<file path="src/rtl/se_channel_scale.sv">
// se_channel_scale: per-channel excitation scaling of a feature stream (Q8.8), ready/valid output.
// Optional SE_SCALE_CLAMP_EN clamps weights to [0,1.0] and saturates results instead of wrapping.
module se_channel_scale #(
  parameter int DATA_WIDTH   = 16,
  parameter int FRAC_BITS    = 8,
  parameter int NUM_CHANNELS = 16,
  parameter int SPATIAL_SIZE = 49
) (
  input  logic                  clk,
  input  logic                  rst,
  input  logic [DATA_WIDTH-1:0] scale_in,
  input  logic                  scale_valid,
  input  logic [DATA_WIDTH-1:0] feat_in,
  input  logic                  feat_valid,
  output logic                  feat_ready,
  output logic [DATA_WIDTH-1:0] out_data,
  output logic                  out_valid,
  input  logic                  out_ready,
  output logic                  busy,
  output logic                  done,
  output logic                  scale_err
);
  localparam int DW = DATA_WIDTH;
  localparam int CW = $clog2(NUM_CHANNELS);
  localparam int PW = SPATIAL_SIZE > 1 ? $clog2(SPATIAL_SIZE) : 1;
  localparam logic signed [2*DW-1:0] HALF = (2*DW)'(1) << (FRAC_BITS - 1);

  typedef enum logic {LOAD, SCALE} state_t;

  state_t                 state_q, state_d;
  logic [CW-1:0]          ch_q, ch_d;
  logic [PW-1:0]          pix_q, pix_d;
  logic [DW-1:0]          out_q, out_d, w_in, res;
  logic                   ov_q, ov_d, done_q, done_d, err_q, err_d;
  logic [DW-1:0]          w_q [NUM_CHANNELS];
  logic signed [2*DW-1:0] prod, rnd;
  logic                   in_scale, accept, last_ch, last_pix;

  assign in_scale   = state_q == SCALE;
  assign feat_ready = in_scale && (!ov_q || out_ready);
  assign accept     = feat_ready && feat_valid;
  assign last_ch    = ch_q == CW'(NUM_CHANNELS - 1);
  assign last_pix   = pix_q == PW'(SPATIAL_SIZE - 1);
  assign prod       = (2*DW)'($signed(feat_in)) * (2*DW)'($signed(w_q[ch_q]));
  assign rnd        = (prod + HALF) >>> FRAC_BITS;

`ifdef SE_SCALE_CLAMP_EN
  localparam logic signed [DW-1:0]   ONE  = DW'(1) << FRAC_BITS;
  localparam logic signed [2*DW-1:0] MAXV = {{(DW+1){1'b0}}, {(DW-1){1'b1}}};
  localparam logic signed [2*DW-1:0] MINV = {{(DW+1){1'b1}}, {(DW-1){1'b0}}};
  assign w_in = $signed(scale_in) < 0 ? '0 : $signed(scale_in) > ONE ? ONE : scale_in;
  assign res  = rnd > MAXV ? MAXV[DW-1:0] : rnd < MINV ? MINV[DW-1:0] : rnd[DW-1:0];
`else
  logic unused_hi;
  assign unused_hi = ^rnd[2*DW-1:DW];
  assign w_in      = scale_in;
  assign res       = rnd[DW-1:0];
`endif

  always_comb begin
    state_d = state_q;
    ch_d    = ch_q;
    pix_d   = pix_q;
    if (!in_scale && scale_valid) begin
      ch_d    = last_ch ? '0 : ch_q + 1'b1;
      state_d = last_ch ? SCALE : LOAD;
    end
    if (accept) begin
      ch_d    = last_ch ? '0 : ch_q + 1'b1;
      pix_d   = !last_ch ? pix_q : last_pix ? '0 : pix_q + 1'b1;
      state_d = last_ch && last_pix ? LOAD : SCALE;
    end
    done_d = accept && last_ch && last_pix;
    err_d  = err_q || (in_scale && scale_valid);
    out_d  = accept ? res : out_q;
    ov_d   = accept || (ov_q && !out_ready);
  end

  always_ff @(posedge clk or negedge rst) begin
    if (!rst) begin
      state_q <= LOAD;
      ch_q    <= '0;
      pix_q   <= '0;
      out_q   <= '0;
      ov_q    <= 1'b0;
      done_q  <= 1'b0;
      err_q   <= 1'b0;
    end else begin
      state_q <= state_d;
      ch_q    <= ch_d;
      pix_q   <= pix_d;
      out_q   <= out_d;
      ov_q    <= ov_d;
      done_q  <= done_d;
      err_q   <= err_d;
    end
  end

  // Weights are only written in LOAD, so the set in use stays intact for the whole frame.
  always_ff @(posedge clk) begin
    if (!in_scale && scale_valid) w_q[ch_q] <= w_in;
  end

  assign out_data  = out_q;
  assign out_valid = ov_q;
  assign busy      = in_scale;
  assign done      = done_q;
  assign scale_err = err_q;
endmodule

</file>
<file path="config.mk">
export PLATFORM = sky130hd
export DESIGN_NAME = se_channel_scale
export DESIGN_NICKNAME = d
export VERILOG_FILES = /design/src/rtl/se_channel_scale.sv
export SDC_FILE = /design/constraint.sdc
export NUM_CORES = 1
export LEC_CHECK = 0
export CAP_MARGIN = 20
export CORE_AREA = 3 3 160 224
export DETAILED_ROUTE_END_ITERATION = 10
export DIE_AREA = 0 0 163 227
export PLACE_DENSITY = 0.78
export SLEW_MARGIN = 10
export SYNTH_ARGS = -nofsm -noshare
export SYNTH_HDL_FRONTEND = slang
export SYNTH_SLANG_ARGS = --single-unit
</file>
<file path="constraint.sdc">
create_clock -name clk -period 7.5 [get_ports clk]
set_clock_uncertainty 0.15 [all_clocks]
set_input_delay 1.5 -clock clk [delete_from_list [all_inputs] [get_ports clk]]
set_output_delay 1.5 -clock clk [all_outputs]
set_load 0.02 [all_outputs]
</file>
Word-level counts from Yosys, hierarchy flattened:

Memories as Yosys holds them, arrays and structs flattened.
Cells that the tools add are included.

* word-level logic and storage cells: 40
* memories kept: 1
* flip-flop bits (word level): 30
* RAM bits: 256
* bits of input ports: 37
* output and inout port bits: 21

* $mul: 1
* equality and inequality tests: 2
* multiplexer cells: 10
* add/sub/neg operators: 3
* reductions and logical operators: 16

Memories
* w_q: words 16, width 16, rd ports 1, clocked after Yosys merged registers in 0, wr ports 1, RTL line 35 `logic [DW-1:0] w_q [NUM_CHANNELS];`

Operators by type and width (number)
* adder 24 x 9 -> 24 bit, second input constant: 1
* multiplier 16 x 16 -> 24 bit: 1
* two-way mux 4 bit: 3
* logical AND 1 bit: 8
* adder 6 x 1 -> 6 bit, second input constant: 1
* equality test 6 bit, second input constant: 1
* two-way mux 1 bit: 6
* two-way mux 6 bit: 1
* adder 4 x 1 -> 4 bit, second input constant: 1
* equality test 4 bit, second input constant: 1
* logical NOT 1 bit: 3
* logical OR 1 bit: 3
* AND reduction 2 bit: 1
* nonzero test 2 bit: 1

Depth between registers and ports, before layout:

Gate-level depths: netlist of run 1.

* depth in word-level cells: 6
* mapped depth: 32
* depth with buffers taken out: 27

Least setup slack after synthesis of run 1:

Ideal clock, no wire load.

* path type: register -> register
* from: register ch_q[0]
* to: register out_q[11], in the netlist out_data[11]
* cell stages (with the launch flop): 30
* path buffers: 6
* slack: -0.400 ns
* clock period less this slack: 7.900 ns
* library setup time: 0.136 ns
* data required time: 7.214 ns
* arrival time: 7.614 ns
* cell sequence: dfrtp_1 -> buf_6 -> buf_8 -> buf_8 -> buf_6 -> buf_2 -> mux4_2 -> mux4_2 -> clkbuf_1 -> and2_1 -> fa_1 -> inv_1 -> fa_1 -> fa_1 -> fa_1 -> inv_1 -> fa_1 -> inv_1 -> fa_1 -> inv_1 -> ha_1 -> and4_1 -> o211a_1 -> a221oi_1 -> o21ai_0 -> nor2_1 -> o21ai_2 -> a31oi_1 -> xnor2_1 -> o21ai_0

* cells in the longest elaborated chain, start to end: 3

Ends and longest elaborated chain
* from (decl): RTL line 31 `logic [CW-1:0] ch_q, ch_d;`
* from (signal assigned): RTL line 90 `ch_q <= ch_d;`
* memory (16 x 16 bit)
* multiplier 16 x 16 -> 24 bit: RTL line 44 `assign prod = (2*DW)'($signed(feat_in)) * (2*DW)'($signed(w_q[ch_q]));`
* adder 24 x 9 -> 24 bit: RTL line 45 `assign rnd = (prod + HALF) >>> FRAC_BITS;`
* to (signal assigned): RTL line 92 `out_q <= out_d;`
* to (decl): RTL line 33 `logic [DW-1:0] out_q, out_d, w_in, res;`

Every way passes these cells.
A chain may end at the register's enable or synchronous reset.

Final worst setup path of run 1:

* from: register ch_q[0]
* to: register out_q[12], in the netlist out_data[12]

The elaborated chain is that of the path after synthesis.

==> out/qor.csv, run 1 <==
stage,metric,value,unit
setup_path,critPathLaunch,ch_q[0],
min_path,min_path_type,reg2reg,
route,routed_wirelength,43500,um
timing,worstMarginPinSlew,0.7874,ns
clock_tree,tritoncts,built,
synth,syn_inst,1411,
min_path,min_from,scale_err,
layout,n_fill_cell,2542,
place,hpwl,31350,um
setup_path,r2r_setup_slack,0.02,ns
grt,grt_pass1_vias,12300,
timing,worst_slack,0.01670,ns
route,drtAntennaViolNets,0,
clock_tree,ctsHoldBuffers,0,
route,drc_errors,0,
setup_path,critPathBufInv,5,
outcome,status,completed,
timing,hold_violations,0,
clock_tree,cts_buffer_depth,3,
min_path,min_path_cells,1,
route,vias,11300,
place,globalplace.congestion,0.9497,
timing,finalCritPeriodShare,99.78,%
clock_tree,clk_latency,0.54,ns
clock_tree,cts_buffers,26,
synth,synth_top_cell_area_share,41.37,%
layout,areaGrowthSynthToFinish,15.05,%
clock_tree,cts_sinks,286,
place,place_ws,-0.1109,ns
route,first_pass_iters,5,
setup_path,startpoint_type,flip-flop,
route,drt_iter0_drc,937,
clock_tree,clk_pin_slew,0.07,ns
layout,final_nets,1854,
setup_path,slowest_stage,mux4_2,
synth,synthArstFlopShare,10.49,%
setup_path,crit_top_cell,fa_1,
synth,netlist_top_cells_area,"edfxtp_1 41%, fa_1 20%, mux4_2 7.0%",
timing,slew_headroom,47.51,%
grt,antenna_found_initial,1,
synth,yosys_most_used_dff,edfxtp_1,
grt,grt_max_degree,38,
clock_tree,root_buffer,clkbuf_16,
floorplan,die_y,227,um
place,portBuffers,57,
floorplan,die_w,163,um
setup_path,reg2reg_to,out_data[12],
layout,drive_above_1_share,16.38,%
floorplan,ios,58,
setup_path,required,7.81,ns
synth,syn-cell-area,18580,sq um
setup_path,reg2reg_from,ch_q[0],
setup_path,critPathKind,reg2reg,
grt,grt_usage,24.43,%
route,avgViaCountPerCell,5.577,
floorplan,fp.dieArea,37000,sq um
timing,post-route-min-period,7.483,ns
layout,final_cell_mix,"256 x edfxtp_1, 250 x inv_1, 186 x fa_1, 142 x nand2_1, 110 x and2_1",
floorplan,core_area,34030,sq um
timing,setup_violations,0,
setup_path,critical_path.cell_chain,clkbuf_16 -> mux4_2 -> mux4_2 -> and2_4 -> fa_1 -> inv_1 -> fa_1 -> fa_1 -> fa_1 -> inv_1 -> fa_1 -> inv_1 -> fa_1 -> inv_2 -> ha_4 -> and4_1 -> o211a_1 -> nand3_2 -> a221oi_4 -> nor2_4 -> o21ai_4 -> a31oi_4 -> or4_1 -> nand3_1,
grt,grt_pass1_wl,68880,um
synth,syn_nets,1709,
layout,layout_commonest_cell,edfxtp_1,
setup_path,reg2reg_depth,24,
synth,syn_avg_cell_area,13.17,sq um
synth,synth.distinct_cells,57,
synth,ys_seq_area_share,45.40,%
floorplan,initial_utilization,54.61,%
clock_tree,h-tree-depth,1,
min_path,min_to,scale_err,
timing,grt_setup_unrepaired,true,
job,cap_violations,0,
floorplan,row_count,80,
timing,slew_viol_final,0,
setup_path,cp_data_arrival_time,7.79,ns
route,wl_per_cell,21.46,um
setup_path,end_kind,flip-flop,
setup_path,max_stage_delay,0.62,ns
setup_path,crit_family,adder cells,
setup_path,cp_max_fo,7,
synth,synth_edf_count,256,
timing,timing.fmax,133.6,MHz
synth,synth-seq-cells,286,
synth,yosys.area.top_type,edfxtp_1,
grt,overflow,0,
synth,yosysWarnings,0,
[worst max path at each step]
stage | endpoint | cells past startpoint
5_1_grt | out_data[12] | 24
6_report | out_data[12] | 24
2_1_floorplan | out_data[12] | 29
3_3_place_gp | out_data[14] | 22
3_5_place_dp | out_data[14] | 22
4_1_cts | out_data[14] | 27
[routing by layer]
layer	routed length, um	global-route usage [%]	up-vias
li1	-	-	4988
met3	2651	3.167	126
met1	15840	30.31	5760
met5	0	0	-
met2	23080	43.59	430
met4	1940	9.937	0
[area by class of cell]
type,count,area (sq um),area share (%)
antenna,1,2.502,0.01170
sequential,286,8443,39.49
timing repair buffer,171,1546,7.233
clock buffer,30,686.9,3.213
inverter,252,945.9,4.424
tap,451,564.3,2.639
multi-input combinational,819,9090,42.52
clock inverter,17,101.3,0.4740
[Yosys cell counts (2+ instances only)]
library cell and count:
a21o_1 4, a31oi_1 2, edfxtp_1 256, buf_1 2
mux2_2 5, dfrtp_1 30, nand4b_1 2, o21a_1 2
nand2_1 142, inv_1 251, nand3_1 14, o21ai_0 29
a21oi_1 14, nor3_1 9, and2_1 116, mux4_2 58
or2_2 3, o21bai_1 2, ha_1 74, a22oi_1 12
buf_6 4, clkbuf_1 39, nor2_1 35, fa_1 187
nor3b_1 2, o21ai_1 4, xor2_1 7, or3_1 2
o31ai_1 4, buf_2 6, buf_8 2, xnor3_1 3
and3_1 3, xnor2_1 22, mux2i_1 32, nand4_1 6
nor2b_1 5, o21ai_2 2
[cell families after synthesis]
logic type                 count (synthesis)  synth area share, %
DFF                                      286                45.40
AOI/OAI and AO/OA                         89                3.124
muxes                                     95                9.055
xor gates and xnor gates                  32                1.730
adders and majority gates                261                25.13
buffers and inverters                    306                6.524
and+or+nand+nor                          342                9.035
[stage by stage]
step                      setup TNS, ns  cell area (sq um)  utilization (%)  hold slack, ns  instances
after floorplan                -0.04744              18670                -          0.3353       1411
after detailed placement        -0.5063              20350            59.78          0.2974       1964
after global placement         -0.02665              20350            59.78          0.2891       1964
final                                 0              21380            62.82          0.3148       2027
after CTS                             0              21170            62.20          0.3128       2015
after global routing            -0.6933              21380            62.82          0.3383       2027
[flip-flops by register name (all words and copies together) (netlist names)]
name and count:
w_q 256, ch_q 4, out_valid 1, scale_err 1
done 1, busy 1, pix_q 6, out_data 16
[repair_timing]
action / in CTS / in global routing
gates cloned: 0 / 2
endpoints found under the setup margin: 5 / 11
gates resized for setup: 2 / 22
pin swaps: 0 / 5
buffers inserted: 4 / 9
Power of run 1 is left out: the tool's default activity adds up to more than one toggle a clock period on the data nets, which glitch-free logic cannot reach.
==> run 2: changes to the inputs <==
--- a/config.mk
+++ b/config.mk
@@ -9,6 +9,7 @@
 export CORE_AREA = 3 3 160 224
 export DETAILED_ROUTE_END_ITERATION = 10
 export DIE_AREA = 0 0 163 227
+export GPL_ROUTABILITY_DRIVEN = 1
 export PLACE_DENSITY = 0.78
 export SLEW_MARGIN = 10
 export SYNTH_ARGS = -nofsm -noshare
==> results of run 2 <==
The final DEF is identical to that of run 1; final timing and power are the same.
Power of run 2 is left out for the same reason.
==> run 3: changes to the inputs <==
--- a/config.mk
+++ b/config.mk
@@ -9,8 +9,9 @@
 export CORE_AREA = 3 3 160 224
 export DETAILED_ROUTE_END_ITERATION = 10
 export DIE_AREA = 0 0 163 227
+export DONT_BUFFER_PORTS = 1
 export GPL_ROUTABILITY_DRIVEN = 1
-export PLACE_DENSITY = 0.78
+export PLACE_DENSITY = 0.72
 export SLEW_MARGIN = 10
 export SYNTH_ARGS = -nofsm -noshare
 export SYNTH_HDL_FRONTEND = slang
==> constraint.sdc (replaced) <==
create_clock -name clk -period 7.5 [get_ports clk]
set_clock_uncertainty 0.15 [all_clocks]
set_input_delay 1.5 -clock clk [delete_from_list [all_inputs] [get_ports clk]]
set_output_delay 1.5 -clock clk [all_outputs]
set_load 0.005 [all_outputs]
==> out/qor.csv, run 3 (synthesized netlist as in run 1, its figures left out) <==
stage,metric,value,unit
outcome,status,completed,
min_path,min_path_type,reg2reg,
setup_path,cp_data_arrival_time,7.70,ns
floorplan,core_area,34030,sq um
setup_path,end_kind,flip-flop,
setup_path,startpoint_type,flip-flop,
floorplan,ios,58,
setup_path,critPathKind,reg2reg,
floorplan,initial_utilization,54.61,%
clock_tree,cts_buffers,28,
clock_tree,tritoncts,built,
layout,layout_commonest_cell,edfxtp_1,
setup_path,reg2reg_to,out_data[12],
floorplan,fp.dieArea,37000,sq um
layout,drive_above_1_share,14.85,%
grt,grt_max_degree,38,
clock_tree,root_buffer,clkbuf_16,
timing,worst_slack,0.1356,ns
place,portBuffers,0,
clock_tree,clk_latency,0.54,ns
layout,regMostFlops,w_q,
timing,hold_violations,0,
timing,finalCritPeriodShare,98.19,%
route,drtAntennaViolNets,0,
setup_path,required,7.83,ns
clock_tree,clk_pin_slew,0.07,ns
timing,timing.fmax,135.8,MHz
setup_path,reg2reg_depth,24,
setup_path,reg2reg_from,ch_q[0],
place,globalplace.congestion,0.8777,
timing,worstMarginPinSlew,0.5883,ns
floorplan,die_y,227,um
route,vias,10790,
clock_tree,cts_sinks,286,
layout,areaGrowthSynthToFinish,11.27,%
setup_path,critPathCapture,out_data[12],
timing,slew_headroom,60.57,%
clock_tree,ctsHoldBuffers,0,
route,avgViaCountPerCell,5.580,
route,routed_wirelength,42490,um
timing,post-route-min-period,7.364,ns
route,drt_iter0_drc,737,
timing,hold_ws,0.3533,ns
route,first_pass_iters,7,
place,place_inst,1863,
layout,final_cell_mix,"256 x edfxtp_1, 250 x inv_1, 185 x fa_1, 142 x nand2_1, 113 x and2_1",
floorplan,row_count,80,
grt,grt_pass1_wl,66040,um
timing,slew_viol_final,0,
layout,final_cells,1933,
route,drc_errors,0,
job,cap_violations,0,
layout,largest_register_ffs,256,
route,wl_per_cell,21.98,um
layout,final_nets,1758,
grt,overflow,0,
setup_path,critPathLaunch,ch_q[0],
place,place_ws,0.03412,ns
grt,antenna_found_initial,0,
grt,grt_usage,23.56,%
grt,grt_pass1_vias,11920,
clock_tree,h-tree-depth,1,
place,hpwl,31000,um
clock_tree,cts_buffer_depth,3,
setup_path,r2r_setup_slack,0.14,ns
layout,n_fill_cell,2611,
setup_path,cp_max_fo,10,
timing,setup_violations,0,
floorplan,die_w,163,um
timing,fin_setup_tns,0,ns
## run 3: worst min path at each step
stage / start / endpoint / slack (ns) / depth (start not counted)
final: scale_err / scale_err / 0.35 / 1
after global routing: scale_err / scale_err / 0.37 / 1
after floorplan: scale_err / scale_err / 0.30 / 1
after CTS: scale_err / scale_err / 0.36 / 1
after detailed placement: scale_err / scale_err / 0.35 / 1
after global placement: scale_err / scale_err / 0.33 / 1
## run 3: worst max-delay path: stages, from the launching register on
cell      delay (ns)
dfrtp_4         0.48
buf_12          0.19
mux4_2          0.52
mux4_2          0.57
and2_1          0.22
fa_1            0.50
inv_1           0.05
fa_1            0.50
fa_1            0.45
fa_1            0.55
inv_1           0.05
fa_1            0.48
inv_1           0.05
fa_1            0.49
inv_2           0.05
ha_4            0.28
and4_1          0.18
o211a_1         0.21
nand3_2         0.11
a221oi_4        0.26
nor2_4          0.11
o21ai_2         0.22
a31oi_4         0.12
or4_4           0.42
nand3_1         0.10
## run 3: repair_timing
action / CTS / global route
setup buffers: 0 / 16
resized for setup: 0 / 21
endpoints found under the setup margin: 0 / 8
## run 3: metrics by stage
stage / area [sq um] / utilization [%]
global placement: 19440 / 57.12
detailed placement: 19440 / 57.12
CTS: 20380 / 59.90
finish: 20680 / 60.76
floorplan: 18670 / -
global route: 20680 / 60.75
## run 3: final cells by class
class / count / area (sq um) / area share, %
multi-input cells: 819 / 9096 / 43.99
flip-flops and latches: 286 / 8443 / 40.83
well taps: 451 / 564.3 / 2.729
diodes: 1 / 2.502 / 0.01210
inverters: 252 / 945.9 / 4.574
clock buffers: 34 / 744.5 / 3.600
repair buffers: 73 / 681.9 / 3.298
clock inverters: 17 / 200.2 / 0.9681
## run 3: routing by layer
metal  global-route usage, %  share of wire (%)  vias up
met4                   8.654                3.5        0
met1                   27.69                 37     5544
met5                       0                  0        -
met2                   43.51                 54      347
met3                   3.895                5.6       97
li1                        -                  -     4799
Power of run 3 is left out for the same reason.
